--- config.mk ---
export PLATFORM = sky130hd
export DESIGN_NAME = imem_loader
export DESIGN_NICKNAME = d
export VERILOG_FILES = /design/src/rtl/imem_loader_pkg.sv /design/src/rtl/imem_loader_byte_to_word.sv /design/src/rtl/imem_loader.sv
export SDC_FILE = /design/constraint.sdc
export NUM_CORES = 1
export LEC_CHECK = 0
export CAP_MARGIN = 0
export CORE_MARGIN = 1
export CORE_UTILIZATION = 50
export CTS_CLUSTER_DIAMETER = 120
export DETAILED_ROUTE_END_ITERATION = 16
export MAX_ROUTING_LAYER = met4
export PLACE_DENSITY = 0.73
export RECOVER_POWER = 25
export REMOVE_ABC_BUFFERS = 1
export SLEW_MARGIN = 0
export SYNTH_ARGS = -nofsm -noshare
export SYNTH_HDL_FRONTEND = slang
export SYNTH_SLANG_ARGS = --single-unit
export TNS_END_PERCENT = 5
--- constraint.sdc ---
create_clock -name clk -period 8.79 [get_ports clk]
set_clock_uncertainty 0.1 [all_clocks]
set_input_delay 2.1975 -clock clk [delete_from_list [all_inputs] [get_ports clk]]
set_output_delay 2.1975 -clock clk [all_outputs]
set_load 0.01 [all_outputs]
--- src/rtl/imem_loader_pkg.sv ---
// ----------------------------------------------------------------------------
// imem_loader_pkg
// Shared types and constants for the boot-time instruction-memory loader.
//   state_t     : loader FSM states (LEN, DATA, CHK, DONE, ERR)
//   BYTE_IDX_W  : width of the byte-within-word index (4 bytes per word)
//   HDR_BYTES   : number of word-count bytes at the start of a frame
// ----------------------------------------------------------------------------
package imem_loader_pkg;

    typedef enum logic [2:0] {
        ST_LEN  = 3'd0,
        ST_DATA = 3'd1,
        ST_CHK  = 3'd2,
        ST_DONE = 3'd3,
        ST_ERR  = 3'd4
    } state_t;

    localparam int BYTE_IDX_W = 2;
    localparam int HDR_BYTES  = 2;

endpackage

--- src/rtl/imem_loader_byte_to_word.sv ---
// ----------------------------------------------------------------------------
// byte_to_word
// Little-endian 4-byte assembler. The first byte of a word lands in bits
// [7:0]. word_valid is a combinational pulse in the cycle the 4th byte is
// presented, with word already holding the complete value, so the parent can
// register its write port directly from it.
// Ports:
//   clk, rst_n  : clock, asynchronous active-low reset
//   clear       : synchronous restart of the byte index
//   byte_valid  : a byte is consumed this cycle
//   byte_data   : the byte
//   word_valid  : 4th byte of a word is being consumed this cycle
//   word        : assembled 32-bit word (valid with word_valid)
// ----------------------------------------------------------------------------
module byte_to_word
    import imem_loader_pkg::*;
(
    input  logic        clk,
    input  logic        rst_n,
    input  logic        clear,
    input  logic        byte_valid,
    input  logic [7:0]  byte_data,
    output logic        word_valid,
    output logic [31:0] word
);

    logic [BYTE_IDX_W-1:0] byte_idx;
    logic [23:0]           low_bytes;

    // The three earlier bytes sit in low_bytes; the current byte completes
    // the word without needing an extra register stage.
    assign word_valid = byte_valid && (byte_idx == {BYTE_IDX_W{1'b1}});
    assign word       = {byte_data, low_bytes};

    // Bytes shift in from the top so that after three bytes the oldest one
    // ends up in the least significant position.
    always_ff @(posedge clk or negedge rst_n) begin
        if (!rst_n) begin
            byte_idx  <= '0;
            low_bytes <= '0;
        end else if (clear) begin
            byte_idx  <= '0;
        end else if (byte_valid) begin
            low_bytes <= {byte_data, low_bytes[23:8]};
            byte_idx  <= byte_idx + 1'b1;
        end
    end

endmodule

--- src/rtl/imem_loader.sv ---
// ----------------------------------------------------------------------------
// imem_loader
// Boot-time program loader for the single-cycle RISC-V core. Consumes a byte
// stream framed as: 2-byte little-endian word count N, N*4 payload bytes
// (each word LSB first), and, when IMEM_LOADER_CHECKSUM_EN is defined, one
// trailing XOR checksum byte over all preceding frame bytes. Words are written
// to instruction memory starting at BASE_ADDR; the core is held in reset
// until the whole program is in place.
// Optional feature macro: IMEM_LOADER_CHECKSUM_EN (CHK state, err output).
// Ports:
//   clk, rst_n            : clock, asynchronous active-low reset
//   in_valid/in_data      : byte stream
//   in_ready              : loader accepts a byte (registered state decode)
//   reload                : restart loading, honoured in DONE or ERR only
//   imem_we/addr/wdata    : registered instruction-memory write port
//   core_rst_n            : active-low reset to the datapath
//   busy, done            : status (LEN/DATA/CHK, DONE)
//   ovf                   : sticky, a word fell beyond the end of memory
//   err                   : sticky checksum mismatch (0 without checksum)
// ----------------------------------------------------------------------------
module imem_loader
    import imem_loader_pkg::*;
#(
    parameter int unsigned ADDR_W    = 8,
    parameter int unsigned BASE_ADDR = 0
) (
    input  logic              clk,
    input  logic              rst_n,
    input  logic              in_valid,
    input  logic [7:0]        in_data,
    output logic              in_ready,
    input  logic              reload,
    output logic              imem_we,
    output logic [ADDR_W-1:0] imem_addr,
    output logic [31:0]       imem_wdata,
    output logic              core_rst_n,
    output logic              busy,
    output logic              done,
    output logic              ovf,
    output logic              err
);

    localparam logic [32:0] DEPTH = 33'd1 << ADDR_W;
    localparam int          HDR_IDX_W = (HDR_BYTES > 1) ? $clog2(HDR_BYTES) : 1;

`ifdef IMEM_LOADER_CHECKSUM_EN
    localparam state_t POST_PAYLOAD = ST_CHK;
`else
    localparam state_t POST_PAYLOAD = ST_DONE;
`endif

    state_t               state;
    state_t               state_next;
    logic [15:0]          cnt;
    logic [HDR_IDX_W-1:0] hdr_idx;
    logic [15:0]          word_idx;
    logic                 accept;
    logic                 hdr_last;
    logic [15:0]          len_full;
    logic                 last_word;
    logic                 reload_take;
    logic                 word_valid;
    logic [31:0]          word;
    logic [32:0]          abs_addr;
    logic                 word_ovf;

`ifdef IMEM_LOADER_CHECKSUM_EN
    logic [7:0] chk;
    logic       chk_match;
    assign chk_match = (in_data == chk);
`endif

    assign accept      = in_valid && in_ready;
    assign hdr_last    = (32'(hdr_idx) == HDR_BYTES - 1);
    assign len_full    = {in_data, cnt[7:0]};
    assign last_word   = (word_idx == cnt - 16'd1);
    assign reload_take = reload && ((state == ST_DONE) || (state == ST_ERR));

    // The full-width address tells apart words that fit in memory from words
    // that wrap past the top; the write port only ever sees the truncation.
    assign abs_addr = 33'(BASE_ADDR) + {17'd0, word_idx};
    assign word_ovf = (abs_addr >= DEPTH);

    byte_to_word u_b2w (
        .clk        (clk),
        .rst_n      (rst_n),
        .clear      (reload_take),
        .byte_valid (accept && (state == ST_DATA)),
        .byte_data  (in_data),
        .word_valid (word_valid),
        .word       (word)
    );

    // Next-state decode; the registered status outputs are derived from it so
    // they line up with the state register.
    always_comb begin
        state_next = state;
        case (state)
            ST_LEN: begin
                if (accept && hdr_last)
                    state_next = (len_full == 16'd0) ? POST_PAYLOAD : ST_DATA;
            end
            ST_DATA: begin
                if (word_valid && last_word)
                    state_next = POST_PAYLOAD;
            end
            ST_CHK: begin
`ifdef IMEM_LOADER_CHECKSUM_EN
                if (accept)
                    state_next = chk_match ? ST_DONE : ST_ERR;
`else
                state_next = ST_DONE;
`endif
            end
            ST_DONE, ST_ERR: begin
                if (reload)
                    state_next = ST_LEN;
            end
            default: state_next = ST_LEN;
        endcase
    end

    // Main loader register block: state, counters, write port and status.
    // core_rst_n is only raised while sitting in DONE, which guarantees at
    // least one cycle between the last write strobe and the core leaving
    // reset.
    always_ff @(posedge clk or negedge rst_n) begin
        if (!rst_n) begin
            state      <= ST_LEN;
            in_ready   <= 1'b1;
            busy       <= 1'b1;
            done       <= 1'b0;
            cnt        <= '0;
            hdr_idx    <= '0;
            word_idx   <= '0;
            imem_we    <= 1'b0;
            imem_addr  <= ADDR_W'(BASE_ADDR);
            imem_wdata <= '0;
            core_rst_n <= 1'b0;
            ovf        <= 1'b0;
`ifdef IMEM_LOADER_CHECKSUM_EN
            chk        <= '0;
            err        <= 1'b0;
`endif
        end else begin
            state    <= state_next;
            in_ready <= (state_next == ST_LEN) || (state_next == ST_DATA) ||
                        (state_next == ST_CHK);
            busy     <= (state_next == ST_LEN) || (state_next == ST_DATA) ||
                        (state_next == ST_CHK);
            done     <= (state_next == ST_DONE);
            imem_we  <= 1'b0;

            case (state)
                ST_LEN: begin
                    if (accept) begin
                        if (hdr_idx == '0)
                            cnt[7:0] <= in_data;
                        else
                            cnt[15:8] <= in_data;
                        hdr_idx <= hdr_last ? '0 : hdr_idx + 1'b1;
`ifdef IMEM_LOADER_CHECKSUM_EN
                        chk <= chk ^ in_data;
`endif
                    end
                end
                ST_DATA: begin
`ifdef IMEM_LOADER_CHECKSUM_EN
                    if (accept)
                        chk <= chk ^ in_data;
`endif
                    // Words past the end of memory are still consumed so the
                    // frame stays in step; they just never strobe the memory.
                    if (word_valid) begin
                        imem_we    <= !word_ovf;
                        imem_addr  <= abs_addr[ADDR_W-1:0];
                        imem_wdata <= word;
                        word_idx   <= word_idx + 16'd1;
                        if (word_ovf)
                            ovf <= 1'b1;
                    end
                end
                ST_CHK: begin
`ifdef IMEM_LOADER_CHECKSUM_EN
                    if (accept && !chk_match)
                        err <= 1'b1;
`endif
                end
                ST_DONE, ST_ERR: begin
                    if (reload) begin
                        cnt        <= '0;
                        hdr_idx    <= '0;
                        word_idx   <= '0;
                        ovf        <= 1'b0;
                        core_rst_n <= 1'b0;
`ifdef IMEM_LOADER_CHECKSUM_EN
                        chk        <= '0;
                        err        <= 1'b0;
`endif
                    end else if (state == ST_DONE) begin
                        core_rst_n <= 1'b1;
                    end
                end
                default: ;
            endcase
        end
    end

`ifndef IMEM_LOADER_CHECKSUM_EN
    assign err = 1'b0;
`endif

endmodule

* Word-level counts from Yosys, hierarchy flattened
Index checks and enable logic that the tools add are counted.
Storage, ports and cells: bits in registers 107, output and inout bits 47, logic and storage cells 86, input bits 12
Operators by class: order comparisons 1, reduce and logical (&&, ||, !) cells 26, eq/ne operators 15, add/sub/neg operators 4, multiplexer cells 25, bitwise logic cells 1
Operator list (count):
- one-hot mux 16 bit (2 select lines) | 2
- two-way mux 16 bit | 3
- adder 16 x 1 -> 16 bit, second input constant | 1
- == test 16 bit | 1
- >= comparator 16 x 9 -> 1 bit, second input constant | 1
- zero test 16 bit | 1
- two-way mux 8 bit | 2
- subtractor 16 x 1 -> 16 bit, second input constant | 1
- == test 3 x 2 -> 1 bit, second input constant | 4
- inequality test 2 bit, second input constant | 6
- one-hot mux 3 bit (4 select lines) | 1
- AND reduction 4 bit | 3
- two-way mux 1 bit | 9
- two-way mux 3 bit | 3
- nonzero test 2 bit | 4
- == test 3 x 1 -> 1 bit, second input constant | 2
- logical AND 1 bit | 6
- zero test 3 bit | 2
- two-way mux 2 bit | 3
- AND reduction 2 bit | 3
- AND reduction 3 bit | 2
- one-hot mux 1 bit (2 select lines) | 2
- == test 3 bit, second input constant | 1
- logical OR 1 bit | 3
- 6 further kinds | 6

* Logic depth before layout (Yosys ltp)
word-level depth 9, depth in mapped cells 9, gate-level depth less buffers 8

* Modules after synthesis
Synthesis repeated with hierarchy kept, for this count alone.
Second synthesis, totals: cells, all modules 439, area, all modules 5157.4 um2
Modules (own cells, without submodules):
- imem_loader | cells an instance 371, sequential area each 2028.2 um2, times used 1, area each 3990.1 um2
- byte_to_word | cells an instance 68, sequential area each 650.6 um2, times used 1, area each 1167.4 um2

* Worst setup path after synthesis
OpenSTA, ideal clock, no wires.
path type input-to-reg, start input port in_valid, end register u_b2w.low_bytes[16], setup time 0.125 ns, arrival 3.402 ns, data required time 8.565 ns, slack 5.163 ns, stages 5, buffers on the path 2, cell sequence nand2_1 -> nor2b_1 -> clkbuf_1 -> clkbuf_1 -> mux2_2
On the way: cells in the longest elaborated chain, start to end 3
Ends and longest elaborated chain:
- start, declared | line imem_loader.sv:29 | input logic in_valid,
- logical AND 1 bit | line imem_loader.sv:73 | assign accept = in_valid && in_ready;
- logical AND 1 bit | line imem_loader.sv:88 | .byte_valid (accept && (state == ST_DATA)),
- AND reduction 2 bit (no source line)
- end signal, assigned | line imem_loader_byte_to_word.sv:44 | low_bytes <= {byte_data, low_bytes[23:8]};
- end, declared | line imem_loader_byte_to_word.sv:28 | logic [23:0] low_bytes;
Every way passes these cells. A chain may end at the register's enable or synchronous reset.

* Worst setup path in the final report
start input port reload, end register word_idx[15]
On the way: cells in the longest elaborated chain, start to end 2
Ends and longest elaborated chain:
- start, declared | line imem_loader.sv:32 | input logic reload,
- inequality test 2 bit (no source line)
- AND reduction 3 bit (no source line)
- end signal, assigned | line imem_loader.sv:178 | word_idx <= word_idx + 16'd1;
- end, declared | line imem_loader.sv:56 | logic [15:0] word_idx;
Every way passes these cells.

==> run summary <==
status = finished, violations left
failing checks = capacitance limit, slew limit
synth warn = 0
post-DP HPWL = 6700 um
Syn Inst Count = 499
Worst EP required = 8940 ps
CP Launch Point = reload
startpoint type of the worst setup path = input port
layout cells sized above 1 = 0.0906
CTS Buf Count = 9
vias = 3587
Routed Antenna Nets = 0
Pwr Density = 290 nW/um2
Hold Path Class = reg -> reg
GRT Overall Usage = 0.227
CTS clk-pin slew, worst paths = 120 ps
CP peak stage delay = 740 ps
Design Area, Final = 5710 um2
register area share after synthesis = 0.552
Tightest Pin Transition = 2500 ps
Placed Cells = 665
Die ar. = 10100 um2
CTS tree = done
most common cell after layout, fill and taps aside = nand2_1
Longest Clk Path Bufs = 2
initial antenna violation count = 0
RSZ-0062 raised after global routing = false
drt pass-1 iters = 4
WL per Instance = 14.5 um
largest net degree at the start of global routing = 62
initial drt markers = 136
die height = 101 um
initial core utilization = 0.520
H-tree levels = 3
WL final = 9880 um
Worst VDD drop = 151 uV
max frequency = 214 MHz
crit path cell chain = dlygate4sd3_1 > a21boi_1 > clkbuf_1 > o2111ai_1 > nor3_1 > xnor2_1 > nor2_1
filler-free cell count of the finished design = 681
ys async rst share = 1.00
r2r setup slk = 5750 ps
fin crit share = 0.532
area grow syn2layout = 17.7%
# rows = 35
Critical Path Sink = word_idx[15]$_DFFE_PN0P_
top cells by area, synth = dfrtp_1, nand2_1, mux2_2, xnor2_1, o21ai_0
most frequent cells in the layout = nand2_1, dfrtp_1, clkdlybuf4s50_1
Placer Congestion = 0.824
CTS resizes = 0
post-synth top area cell = dfrtp_1
WP depth = 7
Arrival @ worst endpoint = 4820 ps
number of global-route vias before repair = 3619
n_diodes = 0
Setup-failing EPs final = 0
Ports = 59
critical path type = in -> reg
Post-Place Worst Slack = 4230 ps
Pwr Total = 1.65 mW
CTS root buf = clkbuf_8
hold path cells = 2
number of synthesized flops with an enable pin = 0
Max-Cap Viols = 2
final net count = 563
final worst slack = 4120 ps
LEAKAGE = 2.61 nW
Cell variety after synth = 53
Final Max Slew Viols = 94
CP Capture Type = flop
cts hold-fix bufs = 0
TNS Setup = 0 ps
worst reg2reg path depth = 7
core box area = 9330 um2
flops & latches, synth = 107
Synth Area per Inst = 9.72 um2
Top delay family on crit path = buffers and inverters
Clock Sinks = 107
min cycle time layout = 4670 ps
grt total ovfl = 0
Mapped Area = 4850 um2
DP Area = 5510 um2
post-CTS setup buffers = 0
Yosys top cell area share = 0.547
worst reg2reg startpoint = state[0]$_DFF_PN0_
relative slew slack = -0.664
worst path bufs/invs = 2
chip width = 101 um
worst-path maximum fanout = 21
Main synth FF type = dfrtp_1
Skew-Pair Late Insertion Delay = 390 ps
slowest CP cell = clkbuf_1
residual DRC count = 0
R2R Path End = word_idx[15]$_DFFE_PN0P_
Port Buffers = 57
Final Hold Fails = 0
first-pass GRT wire length = 17300 um
via/cell ratio = 5.27
fill count = 838
==> metal layers <==
layer	routed length [um]	part of all wire	GRT usage	vias up
li1	-	-	-	1758
met1	4770	0.48	0.296	1756
met2	4670	0.47	0.367	63
met3	316	0.032	0.0423	10
met4	117	0.012	0.0635	0
met5	0	0	-	-
==> flip-flops by register name, summed over array words and instances (netlist names) <==
signal,cells
imem_wdata,32
u_b2w.byte_idx,2
busy,1
done,1
ovf,1
word_idx,16
imem_addr,8
state,3
core_rst_n,1
cnt,16
imem_we,1
hdr_idx,1
u_b2w.low_bytes,24
==> worst min path at each step <==
stage | slack [ps] | end | startpoint
CTS | 360 | imem_wdata[4]$_DFFE_PN0P_ | u_b2w.low_bytes[4]$_DFFE_PN0P_
finish | 360 | imem_wdata[4]$_DFFE_PN0P_ | u_b2w.low_bytes[4]$_DFFE_PN0P_
floorplan | 330 | imem_wdata[0]$_DFFE_PN0P_ | u_b2w.low_bytes[0]$_DFFE_PN0P_
global placement | 350 | imem_wdata[2]$_DFFE_PN0P_ | u_b2w.low_bytes[2]$_DFFE_PN0P_
global route | 390 | imem_wdata[4]$_DFFE_PN0P_ | u_b2w.low_bytes[4]$_DFFE_PN0P_
detailed placement | 350 | imem_wdata[2]$_DFFE_PN0P_ | u_b2w.low_bytes[2]$_DFFE_PN0P_
==> logic make-up after synthesis <==
group | Yosys count | synth area share
simple gates | 230 | 0.210
flops | 107 | 0.552
compound gates | 58 | 0.0753
buf+inv | 43 | 0.0369
xor+xnor | 28 | 0.0505
mux | 28 | 0.0645
fa+ha+maj | 4 | 0.0103
other cells | 1 | 0.000773
==> where the power goes <==
| part | internal [mW] | total [mW] | switching [mW] |
|---|---|---|---|
| Combinational | 0.292 | 0.562 | 0.271 |
| Sequential | 0.640 | 0.764 | 0.124 |
| Clock | 0.140 | 0.327 | 0.187 |
| Total | 1.07 | 1.65 | 0.582 |
==> worst register-to-register path, stage by stage, from the launching register on <==
cell       delay, ps
dfrtp_1          460
or3b_4           440
a21boi_1         140
clkbuf_1         740
o2111ai_1        480
nor3_1           350
xnor2_1          150
nor2_1            50
==> metrics by stage <==
step	util	hold slack, ps
2_1_floorplan	-	335
5_1_grt	0.612	389
6_report	0.612	358
3_5_place_dp	0.591	355
4_1_cts	0.614	361
3_3_place_gp	0.591	349
==> layout make-up <==
class | instances | area (um2) | share of cell area
clock buffers | 9 | 124 | 0.0217
inverters | 18 | 67.6 | 0.0118
well taps | 129 | 161 | 0.0283
repair buffers | 62 | 591 | 0.103
flip-flops and latches | 107 | 2680 | 0.469
clock inverters | 7 | 90.1 | 0.0158
multi-input cells | 349 | 2000 | 0.350
==> synthesized netlist by cell type, types with 6 or more instances <==
master / count
nand3_1: 22
mux2_2: 26
nor4_1: 7
clkbuf_1: 19
nor2_1: 21
xor2_1: 10
nand2_1: 146
o21ai_0: 27
nor3_1: 6
a21oi_1: 7
xnor2_1: 18
inv_1: 18
dfrtp_1: 106
Power figures use the tool's default switching activity.
